===== config.mk =====
export PLATFORM = sky130hd
export DESIGN_NAME = mc_ctrl
export DESIGN_NICKNAME = d
export VERILOG_FILES = /design/src/rtl/mc_pkg.sv /design/src/rtl/mc_decode.sv /design/src/rtl/mc_ctrl.sv
export SDC_FILE = /design/constraint.sdc
export NUM_CORES = 1
export LEC_CHECK = 0
export ABC_AREA = 1
export CAP_MARGIN = 20
export CORE_MARGIN = 5
export CORE_UTILIZATION = 47
export CTS_CLUSTER_DIAMETER = 40
export DETAILED_ROUTE_END_ITERATION = 10
export PLACE_DENSITY = 0.89
export SYNTH_ARGS = -nofsm -noshare
export SYNTH_HDL_FRONTEND = slang
export SYNTH_SLANG_ARGS = --single-unit

===== constraint.sdc =====
create_clock -name clk -period 2 [get_ports clk]
set_input_delay 0.4 -clock clk [delete_from_list [all_inputs] [get_ports clk]]
set_output_delay 0.4 -clock clk [all_outputs]
set_load 0.005 [all_outputs]

===== src/rtl/mc_pkg.sv =====
// Shared encodings for the multi-cycle MIPS control path: FSM states, opcodes,
// and the select codes consumed by the npc, gpr, alu and ext datapath blocks.
package mc_pkg;

  typedef enum logic [2:0] {
    ST_FETCH  = 3'd0,
    ST_DECODE = 3'd1,
    ST_EXEC   = 3'd2,
    ST_MEM    = 3'd3,
    ST_WB     = 3'd4
  } state_t;

  localparam logic [5:0] OP_RTYPE = 6'h00;
  localparam logic [5:0] FN_ADDU  = 6'h21;
  localparam logic [5:0] FN_SUBU  = 6'h23;
  localparam logic [5:0] FN_JR    = 6'h08;
  localparam logic [5:0] OP_ORI   = 6'h0D;
  localparam logic [5:0] OP_LUI   = 6'h0F;
  localparam logic [5:0] OP_LW    = 6'h23;
  localparam logic [5:0] OP_SW    = 6'h2B;
  localparam logic [5:0] OP_BEQ   = 6'h04;
  localparam logic [5:0] OP_J     = 6'h02;
  localparam logic [5:0] OP_JAL   = 6'h03;

  localparam logic [1:0] NPC_SEQ = 2'b00;
  localparam logic [1:0] NPC_BEQ = 2'b01;
  localparam logic [1:0] NPC_J   = 2'b10;
  localparam logic [1:0] NPC_JR  = 2'b11;

  localparam logic [1:0] DST_RT  = 2'b00;
  localparam logic [1:0] DST_RD  = 2'b01;
  localparam logic [1:0] DST_R31 = 2'b10;

  localparam logic [1:0] SRC_ALU = 2'b00;
  localparam logic [1:0] SRC_MEM = 2'b01;
  localparam logic [1:0] SRC_PC4 = 2'b10;

  localparam logic [2:0] ALU_ADD   = 3'b000;
  localparam logic [2:0] ALU_SUB   = 3'b001;
  localparam logic [2:0] ALU_OR    = 3'b010;
  localparam logic [2:0] ALU_PASSB = 3'b011;

  localparam logic [1:0] EXT_ZERO = 2'b00;
  localparam logic [1:0] EXT_SIGN = 2'b01;
  localparam logic [1:0] EXT_LUI  = 2'b10;

  localparam int WAIT_W = 8;

  // One-hot instruction class; all-zero means the encoding is unsupported.
  typedef struct packed {
    logic addu;
    logic subu;
    logic jr;
    logic ori;
    logic lui;
    logic lw;
    logic sw;
    logic beq;
    logic j;
    logic jal;
  } instr_cls_t;

endpackage


===== src/rtl/mc_decode.sv =====
// Combinational instruction classifier: IR word to one-hot class plus illegal flag.
module mc_decode
  import mc_pkg::*;
(
  input  logic [31:0] instr_i,
  output instr_cls_t  cls_o,
  output logic        illegal_o
);

  logic [5:0] op;
  logic [5:0] funct;
  logic       unused_instr_bits;

  assign op    = instr_i[31:26];
  assign funct = instr_i[5:0];
  assign unused_instr_bits = ^instr_i[25:6];

  always_comb begin
    cls_o = '0;
    case (op)
      OP_RTYPE: begin
        case (funct)
          FN_ADDU: cls_o.addu = 1'b1;
          FN_SUBU: cls_o.subu = 1'b1;
          FN_JR:   cls_o.jr   = 1'b1;
          default: ;
        endcase
      end
      OP_ORI:  cls_o.ori = 1'b1;
      OP_LUI:  cls_o.lui = 1'b1;
      OP_LW:   cls_o.lw  = 1'b1;
      OP_SW:   cls_o.sw  = 1'b1;
      OP_BEQ:  cls_o.beq = 1'b1;
      OP_J:    cls_o.j   = 1'b1;
      OP_JAL:  cls_o.jal = 1'b1;
      default: ;
    endcase
  end

  assign illegal_o = (cls_o == '0);

endmodule


===== src/rtl/mc_ctrl.sv =====
// Multi-cycle control FSM: sequences fetch/decode/exec/mem/wb, drives datapath
// selects and strobes, times out stalled memory handshakes, counts retirements.
module mc_ctrl
  import mc_pkg::*;
#(
  parameter int CNT_W = 32,
  parameter int TMO   = 255
) (
  input  logic             clk,
  input  logic             rst,
  input  logic [31:0]      instr,
  input  logic             zero,
  input  logic             imem_rdy,
  input  logic             dmem_rdy,
  output logic             imem_req,
  output logic             dmem_req,
  output logic             dm_we,
  output logic             ir_we,
  output logic             pc_we,
  output logic [1:0]       npc_sel,
  output logic             gpr_we,
  output logic [1:0]       gpr_dst,
  output logic [1:0]       gpr_src,
  output logic [2:0]       alu_op,
  output logic             alu_bsel,
  output logic [1:0]       ext_op,
  output logic             illegal,
  output logic             bus_err,
  output logic [2:0]       state_o,
  output logic [CNT_W-1:0] retired
);

  localparam logic [WAIT_W-1:0] TMO_C = WAIT_W'(TMO);

  state_t            state_q, state_d;
  logic [WAIT_W-1:0] wait_q, wait_d;
  logic [CNT_W-1:0]  retired_q;
  logic              retire;
  logic              wait_expired;
  instr_cls_t        cls;
  logic              is_illegal;
  logic [2:0]        alu_op_c;
  logic              alu_bsel_c;
  logic [1:0]        ext_op_c;

  mc_decode u_decode (
    .instr_i   (instr),
    .cls_o     (cls),
    .illegal_o (is_illegal)
  );

  assign wait_expired = (wait_q == TMO_C);
  assign state_o      = state_q;
  assign retired      = retired_q;

  // ALU/extender setup, held constant across EXEC, MEM and WB.
  always_comb begin
    alu_op_c   = ALU_ADD;
    alu_bsel_c = 1'b0;
    ext_op_c   = EXT_ZERO;
    if (cls.subu || cls.beq) alu_op_c = ALU_SUB;
    if (cls.ori) begin
      alu_op_c   = ALU_OR;
      alu_bsel_c = 1'b1;
    end
    if (cls.lui) begin
      alu_op_c   = ALU_PASSB;
      alu_bsel_c = 1'b1;
      ext_op_c   = EXT_LUI;
    end
    if (cls.lw || cls.sw) begin
      alu_bsel_c = 1'b1;
      ext_op_c   = EXT_SIGN;
    end
  end

  always_comb begin
    state_d  = state_q;
    wait_d   = '0;
    retire   = 1'b0;
    imem_req = 1'b0;
    dmem_req = 1'b0;
    dm_we    = 1'b0;
    ir_we    = 1'b0;
    pc_we    = 1'b0;
    npc_sel  = NPC_SEQ;
    gpr_we   = 1'b0;
    gpr_dst  = DST_RT;
    gpr_src  = SRC_ALU;
    alu_op   = ALU_ADD;
    alu_bsel = 1'b0;
    ext_op   = EXT_ZERO;
    illegal  = 1'b0;
    bus_err  = 1'b0;

    case (state_q)
      ST_FETCH: begin
        imem_req = 1'b1;
        if (imem_rdy) begin
          ir_we   = 1'b1;
          pc_we   = 1'b1;
          npc_sel = NPC_SEQ;
          state_d = ST_DECODE;
        end else if (wait_expired) begin
          imem_req = 1'b0;
          bus_err  = 1'b1;
          state_d  = ST_FETCH;
        end else begin
          wait_d = wait_q + WAIT_W'(1);
        end
      end

      ST_DECODE: begin
        if (is_illegal) begin
          illegal = 1'b1;
          state_d = ST_FETCH;
        end else if (cls.j || cls.jal) begin
          pc_we   = 1'b1;
          npc_sel = NPC_J;
          retire  = 1'b1;
          state_d = ST_FETCH;
          if (cls.jal) begin
            gpr_we  = 1'b1;
            gpr_dst = DST_R31;
            gpr_src = SRC_PC4;
          end
        end else if (cls.jr) begin
          pc_we   = 1'b1;
          npc_sel = NPC_JR;
          retire  = 1'b1;
          state_d = ST_FETCH;
        end else begin
          state_d = ST_EXEC;
        end
      end

      ST_EXEC: begin
        alu_op   = alu_op_c;
        alu_bsel = alu_bsel_c;
        ext_op   = ext_op_c;
        if (cls.beq) begin
          npc_sel = NPC_BEQ;
          pc_we   = zero;
          retire  = 1'b1;
          state_d = ST_FETCH;
        end else if (cls.lw || cls.sw) begin
          state_d = ST_MEM;
        end else begin
          state_d = ST_WB;
        end
      end

      ST_MEM: begin
        alu_op   = alu_op_c;
        alu_bsel = alu_bsel_c;
        ext_op   = ext_op_c;
        dmem_req = 1'b1;
        dm_we    = cls.sw;
        if (dmem_rdy) begin
          if (cls.sw) begin
            retire  = 1'b1;
            state_d = ST_FETCH;
          end else begin
            state_d = ST_WB;
          end
        end else if (wait_expired) begin
          dmem_req = 1'b0;
          dm_we    = 1'b0;
          bus_err  = 1'b1;
          state_d  = ST_FETCH;
        end else begin
          wait_d = wait_q + WAIT_W'(1);
        end
      end

      ST_WB: begin
        alu_op   = alu_op_c;
        alu_bsel = alu_bsel_c;
        ext_op   = ext_op_c;
        gpr_we   = 1'b1;
        gpr_dst  = (cls.addu || cls.subu) ? DST_RD : DST_RT;
        gpr_src  = cls.lw ? SRC_MEM : SRC_ALU;
        retire   = 1'b1;
        state_d  = ST_FETCH;
      end

      default: state_d = ST_FETCH;
    endcase

    // Reset masks everything so an aborted instruction leaves no side effect.
    if (rst) begin
      retire   = 1'b0;
      imem_req = 1'b0;
      dmem_req = 1'b0;
      dm_we    = 1'b0;
      ir_we    = 1'b0;
      pc_we    = 1'b0;
      npc_sel  = NPC_SEQ;
      gpr_we   = 1'b0;
      gpr_dst  = DST_RT;
      gpr_src  = SRC_ALU;
      alu_op   = ALU_ADD;
      alu_bsel = 1'b0;
      ext_op   = EXT_ZERO;
      illegal  = 1'b0;
      bus_err  = 1'b0;
    end
  end

  always_ff @(posedge clk) begin
    if (rst) begin
      state_q   <= ST_FETCH;
      wait_q    <= '0;
      retired_q <= '0;
    end else begin
      state_q <= state_d;
      wait_q  <= wait_d;
      if (retire) retired_q <= retired_q + CNT_W'(1);
    end
  end

endmodule


# After elaboration in Yosys (flattened, before gate mapping)
# Cells that the tools add are included.
dict set report totals {
  wordCells 120
  ramBits 0
  out_inout_bits 55
  mem_bits_ro 0
  latchBits 0
  mem_count 0
  reg_bits 43
  in_bits 37
}
dict set report op_classes {
  eq_ne 15
  shifts 0
  n_div 0
  n_mul 0
  bitwise_logic 0
  n_reduce_logical 8
  n_mux 92
  add_sub_neg 2
  order_cmp 0
}
# op n
set op_table {}
lappend op_table {{$mux 1} 53}
lappend op_table {{$mux 3} 11}
lappend op_table {{$add 32x1->32 const B} 1}
lappend op_table {{$mux 2} 16}
lappend op_table {{$eq 6x6->1 const B} 4}
lappend op_table {{$mux 8} 3}
lappend op_table {{$eq 6x4->1 const B} 3}
lappend op_table {{$pmux 8 s2} 1}
lappend op_table {{$eq 6x2->1 const B} 2}
lappend op_table {{$pmux 2 s2} 3}
lappend op_table {{$pmux 3 s4} 1}
lappend op_table {{$logic_not 10->1} 1}
lappend op_table {{$add 8x1->8 const B} 1}
lappend op_table {{$eq 8x8->1 const B} 1}
lappend op_table {{$eq 3x2->1 const B} 2}
lappend op_table {{$eq 6x3->1 const B} 1}
lappend op_table {{$logic_not 6->1} 1}
lappend op_table {{$logic_or 1x1->1} 4}
lappend op_table {{$pmux 1 s2} 2}
lappend op_table {{$pmux 1 s4} 1}
lappend op_table {{$eq 3x1->1 const B} 1}
lappend op_table {{$eq 3x3->1 const B} 1}
lappend op_table {{$logic_not 3->1} 1}
lappend op_table {{$pmux 1 s3} 1}
lappend op_table {{$reduce_or 3->1} 1}

# Depth between registers and ports, before layout
# Gate-level depths: netlist (run 1).
dict set report logic_depth {
  depth_word 9
  depth_mapped 12
  depth_no_buf 12
}

# Modules after synthesis
# From an unflattened synthesis (run 1), not the netlist that was laid out.
dict set report unflattened {
  cells_unflattened 495
  hier_area_um2 2911.5
}
# module area_each_um2 cells_per_inst n_inst
set modules_own_cells {}
lappend modules_own_cells {mc_ctrl 2651.3 440 1}
lappend modules_own_cells {mc_decode 260.2 55 1}

# Least setup slack after synthesis (run 1)
# Ideal clock, no wire load.
dict set report synth_timing {
  path_kind {in2out}
  from {input port rst}
  to {output port gpr_src[1]}
  setup_slack_ps 97
  path_stages 6
  t_required_ps 1600
  arrival_time_ps 1503
  path_cell_list {clkbuf_1 inv_1 buf_2 nand3_1 nor3_1 buf_4}
}
dict set report synth_between {
  elab_chain_cells 1
}
# element line_no
set synth_lines {}
lappend synth_lines {{from (decl)} mc_ctrl.sv:10} ;# input logic rst,
lappend synth_lines {{$mux 2} mc_ctrl.sv:191} ;# if (rst) begin
lappend synth_lines {{to (decl)} mc_ctrl.sv:23} ;# output logic [1:0] gpr_src,
# Every way passes these cells.

# Final worst setup path (run 1)
dict set report layout_timing {
  from {register wait_q[0]}
  to {output port dmem_req}
}
dict set report layout_between {
  elab_chain_cells 5
}
# element line_no
set layout_lines {}
lappend layout_lines {{from (decl)} mc_ctrl.sv:36} ;# logic [WAIT_W-1:0] wait_q, wait_d;
lappend layout_lines {{from (signal assigned)} mc_ctrl.sv:217} ;# wait_q <= wait_d;
lappend layout_lines {{$eq 8x8->1} mc_ctrl.sv:52} ;# assign wait_expired = (wait_q == TMO_C);
lappend layout_lines {{$mux 1} mc_ctrl.sv:166} ;# end else if (wait_expired) begin
lappend layout_lines {{$mux 1} mc_ctrl.sv:159} ;# if (dmem_rdy) begin
lappend layout_lines {{$mux 1} mc_ctrl.sv:96} ;# case (state_q)
lappend layout_lines {{$mux 1} mc_ctrl.sv:191}
lappend layout_lines {{to (decl)} mc_ctrl.sv:16} ;# output logic dmem_req,
# Every way passes these cells.

==> flow_summary.ini, run 1 <==
[run_status]
status = complete, but fails checks
violations = setup timing

[worst_setup_path]
critPathMaxFanout = 3
timing.critical_path.buf_inv = 3
cp_data_arrival_time_ps = 1710
r2r_end = retired[28]
startpoint = wait_q[0]
path_cells = ha_4 -> nand3_4 -> nor2_4 -> nand4_1 -> o211ai_1 -> buf_4 -> inv_2 -> buf_2
cp_top_family = flip-flops
slowest_delay_ps = 360
rr_worst_depth = 9
critPathLaunchType = flip-flop
r2r_start = retired[0]
endpoint = dmem_req
crit_path_top_delay_cell = dfxtp_2
r2r_slack_ps = 280
cp_data_required_time_ps = 1600
critPathCaptureType = output port
worstSetupPathType = reg -> out
cp.depth = 8

[global_route]
grt_max_degree = 35
antenna_found_initial = 0
grt_overflow = 0
grt_pass1_vias = 3527
grt_usage_pct = 21.78
grt_pass1_wl_mm = 15.23

[routing]
dr_wl_met2_mm = 4.820
top_layer_used = met4
num_vias = 3565
wl_per_cell_um = 13.42
route.met3.wl_um = 524
drt-pass1-iter-count = 4
via_per_inst = 5.189
route.detailed.drc = 0
wl_mm = 9.217
postRouteAntennaNets = 0
met1_length_mm = 3.650
drt_iter0_drc = 198

[logic_synthesis]
ys_seq_elements = 43
ys_top_cells_by_area = dfxtp_1 (29%), nand2_1 (20%), nor2_1 (11%)
synth_top_family_by_area = simple AND/OR/NAND/NOR gates
synth_cells = 497
yosys.area_share.simple_pct = 48.91
yosysSeqAreaShare_pct = 28.79
yosysTopAreaCell = dfxtp_1
synth-xor-area-share_pct = 4.686
syn_avg_cell_area_um2 = 6.017
syn_nets = 536
ys_warn_count = 0
syn-cell-area_mm2 = 0.002990
synth_fa_ha_area_share_pct = 0.8368
synthMuxAreaShare_pct = 0
synth_cell_type_count = 32
synth_compound_area_share_pct = 7.197
synth.top_cell.area_share_pct = 28.79

[timing]
setup_viol = 3
rsz0062_at_grt = true
max_freq_ghz = 0.4742
whs_ps = 511.7
maxSlewViolCount = 0
finalCritPeriodShare_pct = 105.4
fin_crit_ps = 2109
hold_viol_final = 0
fin_ws_ps = -109.0
fin_worst_skew_ps = 3.358

[worst_hold_path]
min_path_type = reg -> reg

[finish]
drive_above_1_share_pct = 19.51
multi_input_area_mm2 = 0.001951
fill_cells = 534
area_growth_pct = 40.29
antenna_cells = 0
fin_nets = 648
ff_latch_area_um2 = 872.1

[power_and_ir_drop]
powerDensity_mw_per_mm2 = 385.7
ir_drop_uv = 306.1
p_total_mw = 1.618
leakage_nw = 1.659

[cts]
path_clk_slew_ps = 90
h-tree-depth = 2
root_buffer = clkbuf_8
cts.sinks = 43
clk_latency_ps = 300
cts_buffer_depth = 2
cts_tree = done
cts_made_buffers = 5

[placement]
dpl.hpwl_mm = 6.767
port_buffers = 70
gp_congestion = 0.8984

[run]
maxCapViolCount = 0

[floorplan]
fp.dieH_um = 89.77
fp-row-count = 29
start_util_pct = 47.64
core_mm2 = 0.006277
dieArea_mm2 = 0.008058
io_pins = 92
chipWidth_um = 89.77
[what timing repair did]
item	in CTS	in global routing
pin swaps	17	16
setup buffers	9	7
gates resized for setup	78	21
hold buffers	0	0
endpoints found under the setup margin	19	12
[through the flow]
stage / cell area (um^2) / setup slack [ps] / setup TNS [ps] / instances / utilization, %
after floorplan: 2990 / 97.28 / 0 / 497 / -
after global placement: 3956 / -514.3 / -12780 / 664 / 63.03
after detailed placement: 3956 / -531.4 / -14870 / 664 / 63.03
after CTS: 4138 / -139.1 / -256.8 / 681 / 65.92
after global routing: 4195 / -221.7 / -659.7 / 687 / 66.83
final: 4195 / -109.0 / -137.6 / 687 / 66.83
[sequential cells by signal, indices dropped and copies added, names as in the netlist]
signal	count
retired	32
state_o	3
wait_q	8
[how the worst min path moves through the flow]
| stage | start | endpoint | slack (ps) | cells after the start |
|---|---|---|---|---|
| floorplan | wait_q[0] | wait_q[0] | 420 | 1 |
| global placement | retired[31] | retired[31] | 480 | 2 |
| detailed placement | retired[31] | retired[31] | 500 | 2 |
| CTS | retired[31] | retired[31] | 510 | 2 |
| global route | retired[31] | retired[31] | 540 | 2 |
| finish | retired[31] | retired[31] | 510 | 2 |
[cells in the final DEF, fill, tap and decap left out, types with 8 or more instances in the layout]
master,n
nand3_1,51
inv_1,41
xor2_1,13
clkdlybuf4s50_1,38
nor2_1,80
dlygate4sd2_1,18
a21oi_1,32
nand2_2,10
nor2_4,8
buf_4,49
dfxtp_1,38
nand2_1,156
[cell families after synthesis]
| kind of cell | Yosys count |
|---|---|
| buf+inv | 62 |
| compound gates | 41 |
| flops | 43 |
| simple gates | 332 |
| xor+xnor | 16 |
| fa+ha+maj | 2 |
| other cells | 1 |
[metal layers]
metal	global-route usage, %	vias up
met3	4.758	23
li1	-	1791
met5	0	-
met4	6.801	0
met2	40.49	122
met1	24.36	1629
[area by class of cell]
| class | count | share of cell area (%) |
|---|---|---|
| multi-input combinational | 392 | 46.50 |
| sequential | 43 | 20.79 |
| tap | 77 | 2.296 |
| clock buffer | 5 | 1.640 |
| timing repair buffer | 120 | 24.01 |
| inverter | 47 | 4.205 |
| clock inverter | 3 | 0.5667 |
[tightest hold or removal path: stages, from the launching register on]
cell	delay, ps
dfxtp_1	340
nand2_1	70
a21oi_1	60
[Yosys cell counts (all sizes together)]
library cell and count:
buf 11, or2 1, nor3b 1, o31ai 1, ha 2, nand3b 2, nor2 94, nand4 5
nor3 4, inv 47, nor4 2, clkbuf 4, a31oi 1, a21oi 32, dfxtp 43, xnor2 3
nand3 54, nand2 169, o22ai 1, conb 1, o21ai 4, xor2 13, o211ai 2
[where the power goes]
group / internal (mW) / leakage [nW] / total, mW / switching [mW]
Sequential: 0.858 / 0.349 / 0.862 / 0.00435
Combinational: 0.0806 / 1.27 / 0.177 / 0.0967
Clock: 0.250 / 0.0408 / 0.579 / 0.329
Note: power is estimated with default switching activity, not from simulation.
==> inputs of run 2 (changes only) <==
--- a/config.mk
+++ b/config.mk
@@ -11,6 +11,7 @@
 export CORE_UTILIZATION = 47
 export CTS_CLUSTER_DIAMETER = 40
 export DETAILED_ROUTE_END_ITERATION = 10
+export HOLD_SLACK_MARGIN = 0.08
 export PLACE_DENSITY = 0.89
 export SYNTH_ARGS = -nofsm -noshare
 export SYNTH_HDL_FRONTEND = slang
==> results of run 2 <==
Final layout, timing and power as in run 1 (identical DEF).
==> inputs of run 3 (changes only) <==
--- a/config.mk
+++ b/config.mk
@@ -10,6 +10,7 @@
 export CORE_MARGIN = 5
 export CORE_UTILIZATION = 47
 export CTS_CLUSTER_DIAMETER = 40
+export CTS_CLUSTER_SIZE = 16
 export DETAILED_ROUTE_END_ITERATION = 10
 export HOLD_SLACK_MARGIN = 0.08
 export PLACE_DENSITY = 0.89
==> results of run 3 <==
Final layout, timing and power as in run 1 (identical DEF).
